### config.mk
export PLATFORM = sky130hd
export DESIGN_NAME = axi_wr_txn_arbiter
export DESIGN_NICKNAME = d
export VERILOG_FILES = /design/src/rtl/axi_wr_txn_arbiter_pkg.sv /design/src/rtl/axi_wr_txn_arbiter.sv
export SDC_FILE = /design/constraint.sdc
export NUM_CORES = 1
export LEC_CHECK = 0
export ABC_AREA = 1
export BUFFER_PORTS_ARGS = -buffer_cell sky130_fd_sc_hd__clkbuf_2
export CAP_MARGIN = 20
export CORE_MARGIN = 4
export CORE_UTILIZATION = 40
export CTS_CLUSTER_DIAMETER = 60
export DETAILED_ROUTE_END_ITERATION = 10
export GPL_TIMING_DRIVEN = 0
export PLACE_DENSITY_LB_ADDON = 0.2
export SYNTH_ARGS = -nofsm -noshare
export SYNTH_HDL_FRONTEND = slang
export SYNTH_SLANG_ARGS = --single-unit
export TNS_END_PERCENT = 10
### constraint.sdc
create_clock -name ACLK -period 1.7 [get_ports ACLK]
set_input_delay 0.085 -clock ACLK [delete_from_list [all_inputs] [get_ports ACLK]]
set_output_delay 0.085 -clock ACLK [all_outputs]
set_load 0.01 [all_outputs]
### src/rtl/axi_wr_txn_arbiter_pkg.sv
// ---------------------------------------------------------------------------
// axi_wr_txn_arbiter_pkg
//   Shared AXI scheduling definitions.
//   - AXI_POINTER_BITS : width of every channel mux select.
//   - pointer_t        : mux select value (DEFAULT = nobody selected).
//   - wr_state_t       : write transaction phase.
//   - rr_pick()        : two-way round-robin choice. It is kept here so the
//                        read-side scheduler can use the same fairness rule.
// ---------------------------------------------------------------------------
package axi_wr_txn_arbiter_pkg;

    localparam int AXI_POINTER_BITS = 2;

    typedef enum logic [AXI_POINTER_BITS-1:0] {
        DEFAULT = 2'd0,
        SEL0    = 2'd1,
        SEL1    = 2'd2
    } pointer_t;

    typedef enum logic [1:0] {
        IDLE,
        ADDR,
        DATA,
        RESP
    } wr_state_t;

    // When both masters request, the one not served last goes first.
    // After reset (last == DEFAULT), m0 has priority.
    function automatic pointer_t rr_pick(input logic v0, input logic v1, input pointer_t last);
        pointer_t pick;
        pick = DEFAULT;
        if (v0 && v1) begin
            pick = (last == SEL0) ? SEL1 : SEL0;
        end else if (v0) begin
            pick = SEL0;
        end else if (v1) begin
            pick = SEL1;
        end
        return pick;
    endfunction

endpackage

### src/rtl/axi_wr_txn_arbiter.sv
// ---------------------------------------------------------------------------
// axi_wr_txn_arbiter
//   Write-path transaction scheduler for a shared AXI slave port. It grants one
//   of two masters in round-robin order and holds that grant for the whole
//   write transaction: the AW handshake, every W beat up to WLAST, and the B
//   response. It also flags burst-length mismatches and aborts a transaction
//   that stalls for too long in the data or response phase.
//
//   Inputs : ACLK, ARESETn (async, active low), m0_awvalid/m1_awvalid
//            (requests), awlen, aw_hs/w_hs/b_hs (slave-side handshakes),
//            wlast, err_clr
//   Outputs: aw_sel/w_sel/b_sel (mux selects, DEFAULT when the channel is
//            closed), busy, err_len and err_to (sticky error flags)
//
//   Every output is a flop or a decode of flops, so there is no
//   combinational path from any input to any output.
// ---------------------------------------------------------------------------
module axi_wr_txn_arbiter
    import axi_wr_txn_arbiter_pkg::*;
#(
    parameter int LEN_W   = 8,
    parameter int TIMEOUT = 256
) (
    input  logic                        ACLK,
    input  logic                        ARESETn,
    input  logic                        m0_awvalid,
    input  logic                        m1_awvalid,
    input  logic [LEN_W-1:0]            awlen,
    input  logic                        aw_hs,
    input  logic                        w_hs,
    input  logic                        wlast,
    input  logic                        b_hs,
    input  logic                        err_clr,
    output logic [AXI_POINTER_BITS-1:0] aw_sel,
    output logic [AXI_POINTER_BITS-1:0] w_sel,
    output logic [AXI_POINTER_BITS-1:0] b_sel,
    output logic                        busy,
    output logic                        err_len,
    output logic                        err_to
);

    localparam int              TO_W    = $clog2(TIMEOUT + 1);
    localparam logic [TO_W-1:0] TO_LAST = TO_W'(TIMEOUT - 1);

    wr_state_t        state_q, state_d;
    pointer_t         grant_q, grant_d;
    pointer_t         last_grant_q, last_grant_d;
    logic [LEN_W-1:0] len_q, len_d;
    logic [LEN_W-1:0] beat_cnt_q, beat_cnt_d;
    logic [TO_W-1:0]  to_cnt_q, to_cnt_d;
    logic             err_len_q, err_len_d;
    logic             err_to_q, err_to_d;
    logic             len_mismatch;
    logic             timeout_hit;

    always_comb begin
        state_d      = state_q;
        grant_d      = grant_q;
        last_grant_d = last_grant_q;
        len_d        = len_q;
        beat_cnt_d   = beat_cnt_q;
        to_cnt_d     = '0;
        len_mismatch = 1'b0;
        timeout_hit  = 1'b0;

        case (state_q)
            IDLE: begin
                if (m0_awvalid || m1_awvalid) begin
                    grant_d = rr_pick(m0_awvalid, m1_awvalid, last_grant_q);
                    state_d = ADDR;
                end
            end
            ADDR: begin
                if (aw_hs) begin
                    len_d      = awlen;
                    beat_cnt_d = '0;
                    state_d    = DATA;
                end
            end
            DATA: begin
                if (w_hs) begin
                    if (beat_cnt_q != '1) begin
                        beat_cnt_d = beat_cnt_q + LEN_W'(1);
                    end
                    // beat_cnt_q is the 0-based index of the current beat,
                    // so the final beat must carry index len_q.
                    if (wlast) begin
                        len_mismatch = (beat_cnt_q != len_q);
                        state_d      = RESP;
                    end else if (beat_cnt_q == len_q) begin
                        len_mismatch = 1'b1;
                    end
                end
            end
            RESP: begin
                if (b_hs) begin
                    last_grant_d = grant_q;
                    grant_d      = DEFAULT;
                    state_d      = IDLE;
                end
            end
            default: begin
                state_d = IDLE;
            end
        endcase

        // The watchdog only runs while waiting on data or the response, and
        // restarts on any handshake or phase change. The address phase is
        // exempt because AWVALID must stay asserted until it is accepted.
        if ((state_q == DATA || state_q == RESP) && state_d == state_q && !w_hs && !b_hs) begin
            if (to_cnt_q == TO_LAST) begin
                timeout_hit  = 1'b1;
                last_grant_d = grant_q;
                grant_d      = DEFAULT;
                state_d      = IDLE;
            end else begin
                to_cnt_d = to_cnt_q + TO_W'(1);
            end
        end

        // A new error in the same cycle as a clear keeps the flag set.
        err_len_d = len_mismatch ? 1'b1 : (err_clr ? 1'b0 : err_len_q);
        err_to_d  = timeout_hit  ? 1'b1 : (err_clr ? 1'b0 : err_to_q);
    end

    always_ff @(posedge ACLK or negedge ARESETn) begin
        if (!ARESETn) begin
            state_q      <= IDLE;
            grant_q      <= DEFAULT;
            last_grant_q <= DEFAULT;
            len_q        <= '0;
            beat_cnt_q   <= '0;
            to_cnt_q     <= '0;
            err_len_q    <= 1'b0;
            err_to_q     <= 1'b0;
        end else begin
            state_q      <= state_d;
            grant_q      <= grant_d;
            last_grant_q <= last_grant_d;
            len_q        <= len_d;
            beat_cnt_q   <= beat_cnt_d;
            to_cnt_q     <= to_cnt_d;
            err_len_q    <= err_len_d;
            err_to_q     <= err_to_d;
        end
    end

    // Each select shows the grant only while its own channel is open.
    assign aw_sel  = (state_q == ADDR) ? grant_q : DEFAULT;
    assign w_sel   = (state_q == DATA) ? grant_q : DEFAULT;
    assign b_sel   = (state_q == RESP) ? grant_q : DEFAULT;
    assign busy    = (state_q != IDLE);
    assign err_len = err_len_q;
    assign err_to  = err_to_q;

endmodule

# After elaboration in Yosys (flattened, before gate mapping)
# Cells that the tools add are included.
# word_totals
inputBits	17
register_bits	33
# classes
n_eq_ne	12
n_reduce_logical	15
mux	39
add_sub_neg	2
# ops
op	n
$mux W2	22
$mux W8	3
$mux W9	2
$pmux W8 S2	1
$add A9 B1 Y9 const B	1
$eq A9 B8 Y1 const B	1
$mux W1	9
$add A8 B1 Y8 const B	1
$eq A8 B8 Y1	1
$ne A8 B8 Y1	1
$ne A8 B8 Y1 const B	1
$pmux W2 S4	1
$reduce_bool A2 Y1	4
$ne A2 B2 Y1 const B	3
$eq A2 B1 Y1 const B	2
$eq A2 B2 Y1 const B	2
$logic_and A1 B1 Y1	4
$pmux W2 S2	1
$reduce_and A4 Y1	1
$eq A2 B2 Y1	1
$logic_not A1 Y1	2
$logic_not A2 Y1	1
$logic_or A1 B1 Y1	2
$reduce_and A2 Y1	1

# Longest topological paths before layout
# logic_depth
depth_word	9
mapped_depth	12
ltp_nobuf	11

# Worst setup path before layout
# No wires, ideal clock.
# synth_timing
path_type	reg2reg
start	reg state_q[1]
end	reg state_q[0]
setup_slack_ps	-145
required_time_ps	1584
synth_period_minus_slack_ps	1845
arrival_time_ps	1729
stages_incl_launch_ff	12
path_cell_list	dfrtp_1 > inv_1 > ha_1 > nand2_2 > nand3_1 > nand3_2 > nor2_4 > nor2_4 > nand2_4 > buf_8 > nand2_4 > nand2_2
# synth_via
elab_chain_len	8
word_cells_on_any_way	17
cone_classes	4 x eq/ne; 8 x mux; 5 x reduce/logical
# synth_lines
item	line_no	rtl
start, declared	axi_wr_txn_arbiter.sv:45	wr_state_t state_q, state_d;
start signal, assigned	axi_wr_txn_arbiter.sv:137	state_q <= state_d;
$mux W2	axi_wr_txn_arbiter.sv:87	if (wlast) begin
$mux W2	axi_wr_txn_arbiter.sv:81	if (w_hs) begin
$pmux W2 S4	axi_wr_txn_arbiter.sv:66	case (state_q)
$eq A2 B2 Y1	axi_wr_txn_arbiter.sv:110	if ((state_q == DATA || state_q == RESP) && state_d == state_q && !w_hs && !b_hs) begin
$logic_and A1 B1 Y1 (3 in a row)	axi_wr_txn_arbiter.sv:110	
$mux W2 (*)	axi_wr_txn_arbiter.sv:110	
named net state_d[0]	axi_wr_txn_arbiter.sv:45	
# Mark *: on every way through the listed nets, which the timed path passes. The rest lies on a longest branch.
# A chain may end at the register's enable or synchronous reset.

# Worst setup path in the final report
# Same ends and word-level chain as after synthesis.

==> impl_metrics.env <==
export IMPL_hold_violations=0
export IMPL_ys_types=25
export IMPL_finalClockSkew_ps=4.47
export IMPL_cellLeakagePower_nw=1.40
export IMPL_cts_root_buf="clkbuf_8"
export IMPL_syn_num_nets=298
export IMPL_regArea_sq_um=830
export IMPL_fin_crit_sh=1.02
export IMPL_clk_pin_slew_ps=70
export IMPL_drcViolationCount=0
export IMPL_tritoncts="yes"
export IMPL_htreeDepth=2
export IMPL_p_sw_frac=0.400
export IMPL_rsz0062_at_grt="true"
export IMPL_grt_overflow=0
export IMPL_worst_pin_slew_ps=807
export IMPL_vias=1865
export IMPL_yosysSeqAreaShare=0.394
export IMPL_std_cell_rows=26
export IMPL_grtUsageTotal=0.159
export IMPL_ant_nets=0
export IMPL_fin_crit_ps=1740
export IMPL_clkPwrFrac=0.206
export IMPL_crit_fanout=7
export IMPL_antenna_found_initial=0
export IMPL_whs_ps=24.7
export IMPL_crit_arrival_ps=1920
export IMPL_hpwl_mm=3.21
export IMPL_hp_class="primary input to flip-flop"
export IMPL_fillers=502
export IMPL_fin_ws_ps=-35.1
export IMPL_ys_ff_latch=33
export IMPL_coreArea_sq_mm=0.00511
export IMPL_die_y_microns=80.4
export IMPL_placed_cell_area_sq_mm=0.00235
export IMPL_wl_per_cell_microns=12.2
export IMPL_powerDensity_mw_per_mm2=1570
export IMPL_vias_per_cell=4.73
export IMPL_ys_warn_count=0
export IMPL_ir_worst_vdd_mv=0.584
export IMPL_clock_sinks=33
export IMPL_start_kind="flip-flop"
export IMPL_finalSetupViolations=2
export IMPL_endpoint_kind="flip-flop"
export IMPL_power_frac_comb=0.517
export IMPL_synth_area_per_cell_sq_um=7.62
export IMPL_crit_type="flip-flop to flip-flop"
export IMPL_seqPwrFrac=0.277
export IMPL_violations="setup timing"
export IMPL_max_cap_viol_count=0
export IMPL_die_area_sq_mm=0.00646
export IMPL_drive_above_1_share=0.324
export IMPL_slew_headroom=0.462
export IMPL_cts_buffer_depth=2
export IMPL_run_status="finished, violations left"
export IMPL_fmax_ghz=0.576
export IMPL_grt_first_pass_wirelength_mm=7.94
export IMPL_fin_nets=346
export IMPL_syn_inst=275
export IMPL_final_area_sq_mm=0.00274
export IMPL_initial_utilization=0.410
export IMPL_dp_slack_ps=-243
export IMPL_crit_required_ps=1880
export IMPL_ioPinCount=26
export IMPL_routed_wl_mm=4.80
export IMPL_clk_latency_ps=290
export IMPL_multi_input_area_sq_mm=0.00123
export IMPL_grt_max_degree=34
export IMPL_cts_buffers=5
export IMPL_final_max_slew_viol_count=0
export IMPL_p_int_mw=2.58
export IMPL_die_w_microns=80.4
export IMPL_net_switching_power_mw=1.72
export IMPL_synth_cell_area_sq_mm=0.00210
export IMPL_antenna_cells=0
export IMPL_place_gp_congestion=0.790
export IMPL_syn_to_final_growth_pct=30.6
export IMPL_first_global_vias=1726
export IMPL_port_buffers=25
export IMPL_drt_iter0_markers=69
export IMPL_first_pass_iters=4
-- worst paths after layout --
path / from / cells after the start / to / slack [ps]
max in group asynchronous: ARESETn / 2 / state_q[0] / 710
min in group asynchronous: ARESETn / 2 / len_q[6] / 420
worst max register to register: state_q[1] / 12 / state_q[0] / -40
worst min register to register: to_cnt_q[8] / 2 / to_cnt_q[8] / 520
worst min-delay path: awlen[3] / 2 / len_q[3] / 20
worst max-delay path: state_q[1] / 12 / state_q[0] / -40
-- area by class of cell --
class | count | share of cell area
inverters | 35 | 0.0508
clock buffers | 5 | 0.0251
flip-flops and latches | 33 | 0.303
clock inverters | 3 | 0.0238
multi-input cells | 203 | 0.451
repair buffers | 41 | 0.0969
well taps | 70 | 0.0320
plain buffers | 4 | 0.0174
-- cell usage after synthesis --
cell type  count  area share
a21oi_1        4      0.0096
buf_2          3      0.0072
buf_8          1      0.0072
dfrtp_1       33        0.39
ha_1           6       0.036
inv_1         32       0.057
inv_2          3      0.0054
mux2_2         8       0.043
nand2_1       88        0.16
nand2_2        4       0.012
nand2_4        2       0.011
nand3_1       22       0.053
nand3_2        2      0.0096
nand3b_1       6       0.021
nand4_1        2      0.0060
nor2_1        18       0.032
nor2_2         8       0.024
nor2_4         3       0.016
nor3_1         4      0.0096
o21ai_0        7       0.017
o21ai_1        3      0.0072
o21bai_1       1      0.0036
or2_2          1      0.0030
xnor2_1        6       0.025
xor2_1         8       0.033
-- through the flow --
stage,TNS (ps),total power [mW],std cells,utilization
6_report,-36.6,4.30,394,0.536
5_1_grt,-1080,4.65,394,0.536
4_1_cts,0,4.06,385,0.511
3_5_place_dp,-3980,2.90,370,0.459
3_3_place_gp,-4140,2.87,370,0.459
2_1_floorplan,0,2.51,275,-
-- metal layers --
metal / routed length [microns] / global-route usage / vias up
li1: - / - / 960
met1: 2060 / 0.200 / 860
met2: 2470 / 0.267 / 39
met3: 206 / 0.0381 / 6
met4: 59 / 0.0507 / 0
met5: 0 / 0 / -
-- placed cells by master (no fill, tap or decap), types with 4 or more instances in the layout --
cell type	count
ha_4	4
inv_1	29
nand3_1	19
clkbuf_8	5
nand2_2	5
xor2_1	8
clkbuf_2	25
xnor2_1	6
o21ai_0	7
mux2_2	8
nor2_1	14
nand3b_1	6
buf_4	14
dfrtp_1	30
nor2_4	4
nand2_1	86
nor2_2	11
-- state kept, by name (all words and copies together) (netlist names) --
register,cells
to_cnt_q,9
beat_cnt_q,8
len_q,8
grant_q,2
last_grant_q,2
state_q,2
err_len,1
err_to,1
-- worst max-delay path: stages (launching register included) --
cell and delay, ps:
dfrtp_2 490, inv_4 110, ha_4 210, inv_4 50, nand3_4 90, nand2_2 50
nand2_2 80, nand2_2 60, nor2_4 140, nand2_4 110, buf_12 160, nand2_4 50
nand2_2 30
-- timing repair --
item,CTS,global route
cloned,0,1
resized for setup,16,12
setup buffers,6,8
hold buffers,1,0
endpoints found under the hold margin,33,0
pin swaps,5,6
endpoints found under the setup margin,23,23
-- power by group through the flow --
stage,Combinational [mW],Sequential (mW),Clock (mW)
4_1_cts,1.96,1.20,0.909
6_report,2.22,1.19,0.886
3_5_place_dp,1.69,1.21,0
2_1_floorplan,1.36,1.15,0
3_3_place_gp,1.67,1.20,0
5_1_grt,2.48,1.22,0.949
-- cells by family (layout without fill, tap and decap cells) --
group | Yosys count | count (layout) | share of synthesized area
xor+xnor | 14 | 14 | 0.0585
simple gates | 160 | 160 | 0.355
buf+inv | 39 | 88 | 0.0770
fa+ha+maj | 6 | 6 | 0.0358
compound gates | 15 | 15 | 0.0370
flops | 33 | 33 | 0.394
mux | 8 | 8 | 0.0430
Power figures use the tool's default switching activity.
